**src/rtl/lsr_shift_ctrl.sv**
```systemverilog
// Sequencer for a PIPO left-shift register: loads a latched word, applies N
// fill-bit shifts, then captures and returns the register's parallel output.
module lsr_shift_ctrl #(
  parameter int BITS  = 4,
  parameter int CNT_W = 3
) (
  input  logic            CLK,
  input  logic            RST,
  input  logic [BITS-1:0] in_data,
  input  logic [CNT_W-1:0] in_shift,
  input  logic            in_fill,
  input  logic            in_valid,
  output logic            in_ready,
  output logic [BITS-1:0] lsr_data,
  output logic            lsr_load,
  output logic            lsr_in,
  input  logic [BITS-1:0] lsr_out,
  output logic [BITS-1:0] res_data,
  output logic            res_valid,
  input  logic            res_ready,
  output logic            busy
);

  localparam logic [CNT_W-1:0] MAX_CNT = CNT_W'(BITS);

  typedef enum logic [2:0] {
    IDLE    = 3'd0,
    LOAD    = 3'd1,
    SHIFT   = 3'd2,
    CAPTURE = 3'd3,
    HOLD    = 3'd4
  } state_e;

  state_e          state_q, state_d;
  logic [BITS-1:0] word_q, word_d;
  logic [CNT_W-1:0] cnt_q, cnt_d;
  logic            fill_q, fill_d;
  logic [BITS-1:0] res_q, res_d;
  logic            rvld_q, rvld_d;

  // Counts above the register width only ever produce an all-fill result.
  logic [CNT_W-1:0] shift_clamped;
  assign shift_clamped = (in_shift > MAX_CNT) ? MAX_CNT : in_shift;

  always_ff @(posedge CLK) begin
    if (RST) begin
      state_q <= IDLE;
      word_q  <= '0;
      cnt_q   <= '0;
      fill_q  <= 1'b0;
      res_q   <= '0;
      rvld_q  <= 1'b0;
    end else begin
      state_q <= state_d;
      word_q  <= word_d;
      cnt_q   <= cnt_d;
      fill_q  <= fill_d;
      res_q   <= res_d;
      rvld_q  <= rvld_d;
    end
  end

  always_comb begin
    state_d  = state_q;
    word_d   = word_q;
    cnt_d    = cnt_q;
    fill_d   = fill_q;
    res_d    = res_q;
    rvld_d   = rvld_q;
    in_ready = 1'b0;
    lsr_load = 1'b0;
    lsr_in   = 1'b0;
    unique case (state_q)
      IDLE: begin
        in_ready = 1'b1;
        if (in_valid) begin
          word_d  = in_data;
          fill_d  = in_fill;
          cnt_d   = shift_clamped;
          state_d = LOAD;
        end
      end
      LOAD: begin
        lsr_load = 1'b1;
        state_d  = (cnt_q != '0) ? SHIFT : CAPTURE;
      end
      SHIFT: begin
        // The register shifts on every edge with Load low, so leaving on
        // count==1 yields exactly N shift edges.
        lsr_in = fill_q;
        cnt_d  = cnt_q - 1'b1;
        if (cnt_q == CNT_W'(1)) state_d = CAPTURE;
      end
      CAPTURE: begin
        res_d   = lsr_out;
        rvld_d  = 1'b1;
        state_d = HOLD;
      end
      HOLD: begin
        if (res_ready) begin
          rvld_d  = 1'b0;
          state_d = IDLE;
        end
      end
      default: state_d = IDLE;
    endcase
  end

  assign lsr_data  = word_q;
  assign res_data  = res_q;
  assign res_valid = rvld_q;
  assign busy      = (state_q != IDLE);

endmodule

```
**config.mk**
```make
export PLATFORM = sky130hd
export DESIGN_NAME = lsr_shift_ctrl
export DESIGN_NICKNAME = d
export VERILOG_FILES = /design/src/rtl/lsr_shift_ctrl.sv
export SDC_FILE = /design/constraint.sdc
export NUM_CORES = 1
export LEC_CHECK = 0
export BUFFER_PORTS_ARGS = -buffer_cell sky130_fd_sc_hd__buf_2
export CAP_MARGIN = 20
export CORE_MARGIN = 1.5
export CORE_UTILIZATION = 47
export DETAILED_ROUTE_END_ITERATION = 16
export PLACE_DENSITY = 0.8
export SETUP_SLACK_MARGIN = 0.4
export SLEW_MARGIN = 20
export SYNTH_ARGS = -nofsm -noshare
export SYNTH_HDL_FRONTEND = slang
export SYNTH_SLANG_ARGS = --single-unit
```
**constraint.sdc**
```tcl
create_clock -name CLK -period 1.4 [get_ports CLK]
set_input_delay 0.28 -clock CLK [delete_from_list [all_inputs] [get_ports CLK]]
set_output_delay 0.28 -clock CLK [all_outputs]
set_load 0.03 [all_outputs]
```
* Yosys cells after proc, flatten, opt, wreduce, memory -nomap -nowiden
Index checks and enable logic that the tools add are counted.
** Storage, ports and cells
- Register bits after elaboration :: 16
- Input port bits :: 16
- Output and inout bits :: 13
** Operators by class
- Add/sub/neg operators :: 1
- Order comparisons :: 1
- Eq/ne operators :: 8
- Muxes and demuxes :: 13
- Reduce and logical (&&, ||, !) cells :: 9
** Operators by type and width (number)
- $mux 3 :: 5
- $pmux 3 s5 :: 1
- $eq 3x1->1 const B :: 2
- $eq 3x2->1 const B :: 2
- $ne 2x2->1 const B :: 3
- $pmux 3 s2 :: 1
- $reduce_and 2->1 :: 3
- $reduce_bool 3->1 :: 2
- $mux 1 :: 5
- $reduce_bool 2->1 :: 2
- $eq 3x3->1 const B :: 1
- $gt 3x3->1 const B :: 1
- $logic_not 3->1 :: 1
- $reduce_and 3->1 :: 1
- $sub 3x1->3 const B :: 1
- $pmux 1 s2 :: 1

* Longest topological paths before layout
- Depth in word-level cells :: 4
- Mapped depth :: 5
- Mapped depth without buffers :: 5

* Least setup slack after synthesis
Ideal clock, no wire load.
- Path type :: reg2out
- Start point :: register state_q[1]
- End point :: output in_ready
- Data arrival time :: 1.296 ns
- Required time :: 1.120 ns
- Setup slack :: -0.176 ns
- Cell stages (with the launch flop) :: 4
- Path buffers :: 1
- Path through :: dfxtp_1 buf_6 or3_2 inv_1
** Between the ends
- Cells in the longest elaborated chain, start to end :: 2
** RTL lines
- start, declared :: line 34 : state_e state_q, state_d;
- start signal, assigned :: line 54 : state_q <= state_d;
- $logic_not 3->1 :: line 73 : unique case (state_q)
- $mux 1 :: line 73
- end, declared :: line 13 : output logic in_ready,
No other way between the ends.

* Final worst setup path
Ends and elaborated chain as after synthesis.

==> impl_results.md <==
* Status: complete, but fails checks
* Violated checks: DRC, setup timing
* Largest net degree at the start of global routing at 17
* Initial antenna violation count at 0
* Initial Util at 52.3%
* RR Endpoint: cnt_q[0]$_SDFFE_PP0P_
* Non-Filler Instances at 146
* Buffer depth of the longest clock path at 2
* WL/cell at 15.0 µm
* Most common cell after layout, fill and taps aside: buf_6
* Worst r2r src: state_q[1]$_SDFFE_PP0P_
* Netlist Area Pre-Place at 816 µm²
* Worst Setup SP: state_q[1]$_SDFFE_PP0P_
* Synthesized area per cell at 10.1 µm²
* Nets at 150
* HP Class: in -> reg
* Top post-synthesis cells by area: dfxtp_1 (39%), mux2i_1 (11%), nor2_1 (5.5%), ha_1 (4.6%), buf_6 (4.1%)
* Fin. max-slew vios at 0
* Met2 wire length at 1150 µm
* Commonest non-fill, non-tap cells in the layout: buf_6 (21), buf_4 (15), buf_2 (15), nor2_1 (12), dfxtp_2 (11)
* WP data required at 1.12 ns
* Flop2flop setup slack at -0.02 ns
* Worst-Margin Slew at 0.330 ns
* Clock skew at 0.00748 ns
* Total CTS buffers at 3
* Worst Setup Slack, final at -0.129 ns
* # fillers at 78
* P per Cell Area at 1950 nW/µm²
* Syn Nets at 100
* Gate Count Post-Synth at 81
* Dpl cells at 127
* Core Region at 1560 µm²
* Core Util, Final at 85.4%
* Post-DP HPWL at 1160 µm
* Insertion delay to the later sink of the worst-skew pair at 0.29 ns
* Synth warnings at 0
* Antenna Cells at 0
* Die extent in x at 44.7 µm
* Max FO, Critical Path at 5
* First-pass GRT wire length at 3400 µm
* Proportion of layout cells with a drive suffix above 1 at 66.9%
* Final hold violation count at 0
* Share of the synthesized area in the top cell type at 39.3%
* Htree depth at 1
* GR Overflow Total at 0
* DIE HEIGHT at 44.7 µm
* Slew Limit Headroom at 78.0%
* Fin crit share at 109%
* Clock root cell: clkbuf_4
* Max Cap Violations at 0
* Setup Crit Path Kind: reg -> out
* Routed vias/inst at 5.30
* VDD IR-drop max at 1.22 mV
* Clock Pin Slew Worst Setup and Hold Paths at 0.10 ns
* DRC at 1
* Crit path launch type: register
* DRT iter0 DRCs at 14
* Max Fclk at 654 MHz
* Crit. End Element: primary output
* Fin crit period at 1.53 ns
* Pwr Total at 2.60 mW
* GR Util All Layers at 23.5%
* Synth area leader: dfxtp_1
* Total number of vias at 774
* CTS tree: done
* CP Capture Point: in_ready
* Uppermost routed layer: met4
* Vias in the first global route at 773
* Post-Place Worst Slack at -0.00685 ns
* Number of synthesized register bits at 16
* DRT Wirelength at 2190 µm
* Synthesis-to-layout area growth at 63.2%
* Row count at 14
* Die area at 1990 µm²
* Final ANT Viol Nets at 0
* CP Data Arrival Time at 1.25 ns
* Unrepaired setup endpoints after global routing: true
* Met1 WL at 898 µm
* TritonRoute pass-1 iters at 10
* Hold buffer count at CTS at 0
* Sequential fraction of the synthesis area at 39.3%
* Placer congestion estimate at 0.786
* Buffers on Ports at 28
* Library cells used by synthesis at 31
* # IOs at 29
* Setup-failing EPs final at 7
* Reg2reg path depth at 5
* LEAKAGE at 0.644 nW
* Met3 WL at 105 µm
* Num Clock Sinks at 16
-- state kept, by name, summed over array words and instances (netlist names) --
register and flops:
fill_q 1, lsr_data 4, cnt_q 3, res_valid 1
res_data 4, state_q 3
-- report_power, final --
part | switching [mW] | internal [mW]
Combinational | 0.743 | 0.850
Clock | 0.146 | 0.158
Sequential | 0.118 | 0.587
Total | 1.01 | 1.60
-- critical path, cell delays in order (launching register included) --
cell and delay, ns:
dfxtp_4 0.37, or3_4 0.42, clkinv_4 0.05, buf_6 0.11
-- timing repair --
item | CTS | global route
setup endpoints to repair | 28 | 29
resized for setup | 52 | 9
cloned | 0 | 1
hold endpoints to repair | 0 | 0
pin swaps | 10 | 4
setup buffers | 11 | 3
-- synth_stat cells (all sizes together) --
library cell and number:
nor3b 2, a311o 1, or3 1, a21oi 5, a311oi 2, nand4bb 1, nor2 12, nand2b 2
ha 3, clkbuf 1, dfxtp 16, a211oi 1, or4 1, and2 1, buf 4, clkdlybuf4s50 1
nor3 2, xnor2 1, inv 6, a21o 1, nand3 1, o31ai 1, nor4b 1, mux2i 9
a2bb2oi 1, a32oi 1, nand3b 3
-- through the flow --
stage               setup TNS (ns)  hold slack [ns]  area (µm²)
finish                      -0.391            0.226        1330
global route                -0.891            0.237        1330
CTS                         -0.377            0.218        1270
detailed placement        -0.00685            0.481         990
global placement                 0            0.468         990
floorplan                        0            0.424         835
-- per-layer routing --
layer  up-vias  global-route usage, %
met5         -                      0
met4         0                   9.09
met3         4                   4.49
met2        28                   42.3
met1       361                   27.0
li1        381                      -
-- cell type report --
type                            count  area [µm²]  share of cell area, %
Multi-Input combinational cell     53         475                   35.7
Timing Repair Buffer               51         424                   31.9
Sequential cell                    16         345                   25.9
Clock buffer                        4        36.3                   2.73
Inverter                            6        30.0                   2.26
Tap cell                           16        20.0                   1.50
-- cell families after synthesis --
| kind of cell | after synthesis | share of synthesized area, % |
|---|---|---|
| buffers and inverters | 12 | 11.2 |
| muxes | 9 | 11.0 |
| adders and majority gates | 3 | 4.60 |
| AOI/OAI and AO/OA | 13 | 12.6 |
| and+or+nand+nor | 27 | 20.2 |
| DFF | 16 | 39.3 |
| xor gates and xnor gates | 1 | 1.07 |
-- worst min-delay path by stage --
stage,to,from,slack (ns),cells past startpoint
after global placement,lsr_data[1]$_SDFFE_PP0P_,lsr_data[1]$_SDFFE_PP0P_,0.47,2
after detailed placement,cnt_q[0]$_SDFFE_PP0P_,cnt_q[0]$_SDFFE_PP0P_,0.48,1
final,res_data[0]$_SDFFE_PP0P_,lsr_out[0],0.23,3
after global routing,res_data[0]$_SDFFE_PP0P_,lsr_out[0],0.24,3
after CTS,res_data[1]$_SDFFE_PP0P_,lsr_out[1],0.22,3
after floorplan,res_data[0]$_SDFFE_PP0P_,lsr_out[0],0.42,2
(Power assumes the default switching activity.)
